$ cat config.mk
export PLATFORM = sky130hd
export DESIGN_NAME = mdr_mem_if
export DESIGN_NICKNAME = d
export VERILOG_FILES = /design/src/rtl/mdr_pkg.sv /design/src/rtl/mdr_lane_align.sv /design/src/rtl/mdr_mem_if.sv
export SDC_FILE = /design/constraint.sdc
export NUM_CORES = 1
export LEC_CHECK = 0
export BUFFER_PORTS_ARGS = -buffer_cell sky130_fd_sc_hd__buf_2
export CAP_MARGIN = 20
export CORE_ASPECT_RATIO = 1.5
export CORE_MARGIN = 3
export CORE_UTILIZATION = 30
export CTS_BUF_LIST = sky130_fd_sc_hd__clkbuf_16
export CTS_CLUSTER_DIAMETER = 100
export DETAILED_ROUTE_END_ITERATION = 7
export SLEW_MARGIN = 20
export SYNTH_ARGS = -nofsm -noshare
export SYNTH_HDL_FRONTEND = slang
export SYNTH_SLANG_ARGS = --single-unit
$ cat constraint.sdc
create_clock -name clock_i -period 5.45 [get_ports clock_i]
set_input_delay 0.545 -clock clock_i [delete_from_list [all_inputs] [get_ports clock_i]]
set_output_delay 0.545 -clock clock_i [all_outputs]
set_load 0.005 [all_outputs]
$ cat src/rtl/mdr_pkg.sv
`default_nettype none
// +--------------------------------------------------------------------------+
// | mdr_pkg : shared types and helpers for the memory data register.         |
// | Revision: 1.0                                                            |
// +--------------------------------------------------------------------------+
package mdr_pkg;

  localparam int MAX_BE = 128;

  typedef enum logic [1:0] {
    SZ_BYTE = 2'b00,
    SZ_HALF = 2'b01,
    SZ_FULL = 2'b10
  } size_e;

  typedef enum logic [2:0] {
    ST_IDLE    = 3'd0,
    ST_RD_WAIT = 3'd1,
    ST_WR_WAIT = 3'd2,
    ST_DONE    = 3'd3,
    ST_ERR     = 3'd4
  } state_e;

  function automatic int be_width(input int dw);
    return dw / 8;
  endfunction

  function automatic int ofs_width(input int dw);
    return $clog2(dw / 8);
  endfunction

  // Both 2'b10 and 2'b11 select a full-width access.
  function automatic size_e decode_size(input logic [1:0] sz);
    if (sz[1]) return SZ_FULL;
    else if (sz[0]) return SZ_HALF;
    else return SZ_BYTE;
  endfunction

  function automatic logic [MAX_BE-1:0] be_mask(input size_e sz, input int bew);
    logic [MAX_BE-1:0] m;
    case (sz)
      SZ_BYTE: m = MAX_BE'(1);
      SZ_HALF: m = MAX_BE'(3);
      default: m = {MAX_BE{1'b1}} >> (MAX_BE - bew);
    endcase
    return m;
  endfunction

endpackage
`default_nettype wire

$ cat src/rtl/mdr_lane_align.sv
`default_nettype none
// +--------------------------------------------------------------------------+
// | mdr_lane_align : read lane extraction/extension, write data/BE shifting. |
// | Revision: 1.0                                                            |
// +--------------------------------------------------------------------------+
module mdr_lane_align
  import mdr_pkg::*;
#(
  parameter int  DATA_WIDTH = 32,
  localparam int BE_W       = be_width(DATA_WIDTH),
  localparam int OFS_W      = ofs_width(DATA_WIDTH)
) (
  input  size_e                 size_i,
  input  logic                  sign_ext_i,
  input  logic [OFS_W-1:0]      addr_lo_i,
  input  logic [DATA_WIDTH-1:0] rdata_i,
  input  logic [DATA_WIDTH-1:0] wdata_i,
  output logic [DATA_WIDTH-1:0] rdata_o,
  output logic [DATA_WIDTH-1:0] wdata_o,
  output logic [BE_W-1:0]       be_o
);

  localparam logic [DATA_WIDTH-1:0] C_MASK8  = DATA_WIDTH'(8'hFF);
  localparam logic [DATA_WIDTH-1:0] C_MASK16 = DATA_WIDTH'(16'hFFFF);

  logic [OFS_W+2:0]      w_shamt;
  logic [MAX_BE-1:0]     w_mask_full;
  logic [BE_W-1:0]       w_mask;
  logic [DATA_WIDTH-1:0] w_lane_mask;
  logic [DATA_WIDTH-1:0] w_rd_sh;

  assign w_shamt     = {addr_lo_i, 3'b000};
  assign w_mask_full = be_mask(size_i, BE_W);
  assign w_mask      = w_mask_full[BE_W-1:0];
  assign be_o        = w_mask << addr_lo_i;

  for (genvar gi = 0; gi < BE_W; gi++) begin : g_lane_mask
    assign w_lane_mask[gi*8 +: 8] = {8{w_mask[gi]}};
  end

  // Only the low bytes of the MDR that the access covers reach the bus.
  assign wdata_o = (wdata_i & w_lane_mask) << w_shamt;
  assign w_rd_sh = rdata_i >> w_shamt;

  always_comb begin
    rdata_o = w_rd_sh;
    case (size_i)
      SZ_BYTE: rdata_o = (w_rd_sh & C_MASK8)
                       | ({DATA_WIDTH{sign_ext_i & w_rd_sh[7]}} & ~C_MASK8);
      SZ_HALF: rdata_o = (w_rd_sh & C_MASK16)
                       | ({DATA_WIDTH{sign_ext_i & w_rd_sh[15]}} & ~C_MASK16);
      default: rdata_o = w_rd_sh;
    endcase
  end

endmodule
`default_nettype wire

$ cat src/rtl/mdr_mem_if.sv
`default_nettype none
// +--------------------------------------------------------------------------+
// | mdr_mem_if : memory data register with req/ack memory handshake.         |
// | Optional MDR_TIMEOUT_EN aborts WAIT states after TIMEOUT_CYCLES.         |
// | Revision: 1.0                                                            |
// +--------------------------------------------------------------------------+
module mdr_mem_if
  import mdr_pkg::*;
#(
  parameter int  DATA_WIDTH     = 32,
  parameter int  TIMEOUT_CYCLES = 255,
  localparam int BE_W           = be_width(DATA_WIDTH),
  localparam int OFS_W          = ofs_width(DATA_WIDTH)
) (
  input  logic                  clock_i,
  input  logic                  clear_i,
  input  logic [DATA_WIDTH-1:0] bus_in_i,
  input  logic                  mdr_in_i,
  input  logic                  mdr_out_i,
  output logic [DATA_WIDTH-1:0] bus_out_o,
  output logic                  bus_oe_o,
  input  logic                  rd_start_i,
  input  logic                  wr_start_i,
  input  logic [1:0]            size_i,
  input  logic                  sign_ext_i,
  input  logic [OFS_W-1:0]      addr_lo_i,
  output logic                  mem_rd_o,
  output logic                  mem_wr_o,
  output logic [BE_W-1:0]       mem_be_o,
  output logic [DATA_WIDTH-1:0] mem_wdata_o,
  input  logic [DATA_WIDTH-1:0] mem_rdata_i,
  input  logic                  mem_ack_i,
  output logic                  busy_o,
  output logic                  done_o,
  output logic                  err_o
);

  state_e                state_q, state_d;
  logic [DATA_WIDTH-1:0] mdr_q, mdr_d;
  logic [BE_W-1:0]       be_q, be_d;
  logic [DATA_WIDTH-1:0] wdata_q, wdata_d;
  size_e                 size_q, size_d;
  logic                  sign_q, sign_d;
  logic [OFS_W-1:0]      addr_q, addr_d;

  size_e                 w_sz_in;
  size_e                 w_al_size;
  logic [OFS_W-1:0]      w_al_addr;
  logic                  w_misalign;
  logic                  w_timeout;
  logic [DATA_WIDTH-1:0] w_rd_ext;
  logic [DATA_WIDTH-1:0] w_wdata;
  logic [BE_W-1:0]       w_be;

  assign w_sz_in    = decode_size(size_i);
  assign w_misalign = ((w_sz_in == SZ_HALF) && addr_lo_i[0])
                   || ((w_sz_in == SZ_FULL) && (addr_lo_i != '0));

  // Live controls set up the start edge; latched ones serve the WAIT states.
  assign w_al_size = (state_q == ST_IDLE) ? w_sz_in   : size_q;
  assign w_al_addr = (state_q == ST_IDLE) ? addr_lo_i : addr_q;

  mdr_lane_align #(.DATA_WIDTH(DATA_WIDTH)) u_align (
    .size_i     (w_al_size),
    .sign_ext_i (sign_q),
    .addr_lo_i  (w_al_addr),
    .rdata_i    (mem_rdata_i),
    .wdata_i    (mdr_q),
    .rdata_o    (w_rd_ext),
    .wdata_o    (w_wdata),
    .be_o       (w_be)
  );

`ifdef MDR_TIMEOUT_EN
  localparam int CNT_W = ($clog2(TIMEOUT_CYCLES + 1) > 8) ? $clog2(TIMEOUT_CYCLES + 1) : 8;

  logic [CNT_W-1:0] cnt_q, cnt_d;

  assign w_timeout = !mem_ack_i && ((cnt_q + CNT_W'(1)) == CNT_W'(TIMEOUT_CYCLES));

  always_comb begin
    cnt_d = '0;
    if (((state_q == ST_RD_WAIT) || (state_q == ST_WR_WAIT)) && !mem_ack_i) begin
      cnt_d = cnt_q + CNT_W'(1);
    end
  end

  always_ff @(posedge clock_i) begin
    if (!clear_i) cnt_q <= '0;
    else          cnt_q <= cnt_d;
  end
`else
  logic unused_timeout;
  assign unused_timeout = (TIMEOUT_CYCLES > 0);
  assign w_timeout      = 1'b0;
`endif

  always_comb begin
    state_d = state_q;
    mdr_d   = mdr_q;
    be_d    = be_q;
    wdata_d = wdata_q;
    size_d  = size_q;
    sign_d  = sign_q;
    addr_d  = addr_q;
    case (state_q)
      ST_IDLE: begin
        if (rd_start_i || wr_start_i) begin
          size_d = w_sz_in;
          sign_d = sign_ext_i;
          addr_d = addr_lo_i;
          if (w_misalign) begin
            state_d = ST_ERR;
          end else begin
            be_d = w_be;
            if (rd_start_i) begin
              state_d = ST_RD_WAIT;
            end else begin
              state_d = ST_WR_WAIT;
              wdata_d = w_wdata;
            end
          end
        end else if (mdr_in_i) begin
          mdr_d = bus_in_i;
        end
      end
      ST_RD_WAIT: begin
        if (mem_ack_i) begin
          mdr_d   = w_rd_ext;
          state_d = ST_DONE;
        end else if (w_timeout) begin
          state_d = ST_ERR;
        end
      end
      ST_WR_WAIT: begin
        if (mem_ack_i)      state_d = ST_DONE;
        else if (w_timeout) state_d = ST_ERR;
      end
      default: state_d = ST_IDLE;
    endcase
  end

  always_ff @(posedge clock_i) begin
    if (!clear_i) begin
      state_q <= ST_IDLE;
      mdr_q   <= '0;
      be_q    <= '0;
      wdata_q <= '0;
      size_q  <= SZ_BYTE;
      sign_q  <= 1'b0;
      addr_q  <= '0;
    end else begin
      state_q <= state_d;
      mdr_q   <= mdr_d;
      be_q    <= be_d;
      wdata_q <= wdata_d;
      size_q  <= size_d;
      sign_q  <= sign_d;
      addr_q  <= addr_d;
    end
  end

  assign bus_out_o   = mdr_q;
  assign bus_oe_o    = mdr_out_i;
  assign mem_rd_o    = (state_q == ST_RD_WAIT);
  assign mem_wr_o    = (state_q == ST_WR_WAIT);
  assign mem_be_o    = be_q;
  assign mem_wdata_o = wdata_q;
  assign busy_o      = (state_q != ST_IDLE);
  assign done_o      = (state_q == ST_DONE);
  assign err_o       = (state_q == ST_ERR);

endmodule
`default_nettype wire

==> impl_results.md <==
- Outcome: finished clean
- Stages on worst setup path: 8
- Family with the most delay on the worst path: simple AND/OR/NAND/NOR gates
- Bufs on Longest Clock Path: 2
- Core Area: 13700 um2
- Post-route ant nets: 0
- DR vias: 4552
- DR WL/cell: 19.4 um
- Synthesized netlist cell count: 532
- Max incr delay on CP: 0.82 ns
- Clock Sinks: 76
- Antenna diodes: 0
- Post-cts hold buffer count: 0
- Max Fanout on Critical Path: 23
- Violation count after the first detailed-route iteration: 319
- Avg Vias per Cell: 5.56
- GP Congestion: 0.886
- CP Buf/Inv Count: 2
- Antenna violations before repair: 0
- Top-level I/O count: 150
- Synth cell types: 57
- Synth Area in Simple Gates: 0.195
- Final period util: 0.566
- CTS tree: built
- P_leak: 2.26 nW
- Mux share of post-synthesis cell area: 0.0571
- CTS Root Cell: clkbuf_16
- CP Capture Type: flop
- Total power: 0.00248 W
- Die X: 103 um
- Final min period: 3.08 ns
- Worst skew pair latency: 0.34 ns
- Die span in y: 151 um
- Row cnt: 52
- First-pass GRT wire length: 23900 um
- Crit Path Category: flop to flop
- WP data arrival: 3.36 ns
- Die Footprint: 15600 um2
- Synth Area in Adders: 0
- EDFF count, synth: 0
- Post-DP HPWL: 12200 um
- Worst-margin pin slew: 1.04 ns
- Largest net degree at the start of global routing: 56
- Clk_skew: 0.00603 ns
- Worst-path cell chain: nor3_4 > inv_2 > nor2_4 > nor4_2 > buf_4 > nor2b_2 > nand2_1 > o21ai_1
- Post-Synth XOR/XNOR Area: 0.00207
- Clock-pin slew on the worst setup and hold paths: 0.06 ns
- Setup ws final: 2.37 ns
- Compound-cell area share of the yosys netlist: 0.322
- Fin nets: 728
- RSZ-0062 raised after global routing: no
- PortBufs: 147
- Critical path data required time: 5.73 ns
- Hold-critical path depth: 3
- Register bit total from synthesis: 76
- Syn Nets: 608
- Critical Path Start Type: flop
- Maximum vdd drop: 0.141 mV
- Worst R2R Path Depth: 8
- Fillers: 1469
- Gr usage total: 0.200
- Post-synth top area cell: dfxtp_1
- H-tree Lvls: 3
- Max Cap Viol: 0
- Relative slew slack: 0.303
- Ys async rst share: 0
- DP Worst Slack: 2.42 ns
- Syn avg cell area: 7.95 um2
- WL final: 15900 um
- Area grow syn2layout: 23.2%
- Worst hold path class: primary input to flop
- Detailed-route DRC error count: 0
- Drt pass-1 iters: 5
- Seq/Total Area, Yosys: 0.360
- GRT overflow: 0
- Final hold violation count: 0
- Vias in the first global route: 4388
- Largest family of logic cells by synthesized area: compound AO/OA/AOI/OAI gates
- Post-cts resize count: 0
- TNS Setup: 0 ns
- Fmax: 324 MHz
- Postcts setup bufs: 0
- Share of the synthesized area in the top cell type: 0.360
- Initial core utilization: 0.310
- # setup viols final: 0
- Cell types occupying the most area after synthesis: dfxtp_1, nand2_1, o21ai_0
- PD cells: 475 nW/um2
- Slew Limit Fails: 0
- Number of buffers created by CTS: 9
- Top_reg_cell synth: dfxtp_1
- CP max-delay cell: nor3_4
- Mapped Area: 4230 um2
- Yosys warnings: 0
- Proportion of layout cells with a drive suffix above 1: 0.284
layout make-up:
cell class	instances	area, um2	area share
clock buffers	9	225	0.0432
clock inverters	6	33.8	0.00648
inverters	4	15.0	0.00288
multi-input cells	409	2440	0.468
flip-flops and latches	76	1520	0.292
well taps	162	203	0.0389
repair buffers	152	773	0.148
worst reg2reg max path, stage by stage (launching register included):
cell and delay [ns]:
dfxtp_1 0.43, nor3_4 0.82, inv_2 0.25, nor2_4 0.25
nor4_2 0.07, buf_4 0.21, nor2b_2 0.74, nand2_1 0.13
o21ai_1 0.10
layer usage:
metal / GRT usage / part of all wire / vias up
met5: 0 / 0 / -
met4: 0.100 / 0.035 / 0
met3: 0.0336 / 0.059 / 41
met2: 0.322 / 0.49 / 188
met1: 0.255 / 0.42 / 2138
li1: - / - / 2185
synthesized netlist by cell type, types with 2 or more instances:
master	instances
a32o_1	9
a32oi_1	9
nor2b_1	11
mux2i_1	19
buf_2	14
nand3b_1	5
nand2_1	98
nor3_4	2
o22a_1	7
o21ai_1	11
o311a_1	2
a31oi_1	7
nor2_2	3
a22oi_1	17
a21oi_2	2
nor2_4	2
inv_1	2
a21o_1	2
a221oi_1	8
o31ai_1	2
nand4_1	2
mux2_2	2
nor3b_1	2
a21oi_1	45
o21ai_0	58
a21boi_0	5
nor3_1	3
nor4_1	2
and2_1	4
o221ai_1	8
buf_6	6
dfxtp_1	76
buf_4	9
nor2_1	36
clkbuf_1	14
a211oi_1	7
metrics by stage:
| stage | utilization | std cells | hold WS, ns | instance area [um2] |
|---|---|---|---|---|
| 2_1_floorplan | - | 532 | 0.456 | 4230 |
| 3_5_place_dp | 0.363 | 803 | 0.462 | 4950 |
| 4_1_cts | 0.382 | 818 | 0.458 | 5210 |
| 6_report | 0.382 | 818 | 0.459 | 5210 |
| 5_1_grt | 0.382 | 818 | 0.478 | 5210 |
| 3_3_place_gp | 0.363 | 803 | 0.459 | 4950 |
layout by cell type, fill, tap and decap left out, drive strengths merged, types with 2 or more instances in the layout:
| master | count |
|---|---|
| a211oi | 7 |
| a21boi | 6 |
| a21o | 2 |
| a21oi | 47 |
| a221oi | 8 |
| a22oi | 17 |
| a31oi | 8 |
| a32o | 9 |
| a32oi | 9 |
| and2 | 4 |
| buf | 152 |
| clkbuf | 9 |
| clkinv | 5 |
| dfxtp | 76 |
| inv | 4 |
| mux2 | 3 |
| mux2i | 20 |
| nand2 | 98 |
| nand3b | 5 |
| nand4 | 3 |
| nor2 | 41 |
| nor2b | 12 |
| nor3 | 5 |
| nor3b | 2 |
| nor4 | 2 |
| o21ai | 70 |
| o221ai | 8 |
| o22a | 7 |
| o311a | 2 |
| o31ai | 2 |
| or2 | 2 |
flip-flops by register name, summed over array words and instances (netlist names):
| register | cells |
|---|---|
| state_q | 3 |
| addr_q | 2 |
| bus_out_o | 32 |
| mem_wdata_o | 32 |
| mem_be_o | 4 |
| sign_q | 1 |
| size_q | 2 |
final timing paths:
path,slack (ns),start,to
setup / recovery,2.37,state_q[2]$_SDFFE_PN0P_,bus_out_o[26]$_SDFFE_PN0P_
hold / removal,0.46,sign_ext_i,sign_q$_SDFFE_PN0P_
setup reg to reg,2.37,state_q[2]$_SDFFE_PN0P_,bus_out_o[26]$_SDFFE_PN0P_
hold reg to reg,0.47,bus_out_o[31]$_SDFFE_PN0P_,bus_out_o[31]$_SDFFE_PN0P_
logic make-up (layout without fill, tap and decap cells):
group	after synthesis	after routing
compound gates	207	207
xor+xnor	1	1
buf+inv	47	171
flops	76	76
mux	23	23
simple gates	178	178
report_power, final:
| group | internal, W | switching (W) | leakage [nW] |
|---|---|---|---|
| sequential | 0.000680 | 0.000190 | 0.621 |
| clock | 0.000301 | 0.000231 | 0.130 |
| combinational | 0.000380 | 0.000694 | 1.51 |
| total | 0.00136 | 0.00111 | 2.26 |
No activity file was read; power rests on OpenSTA's default activity.
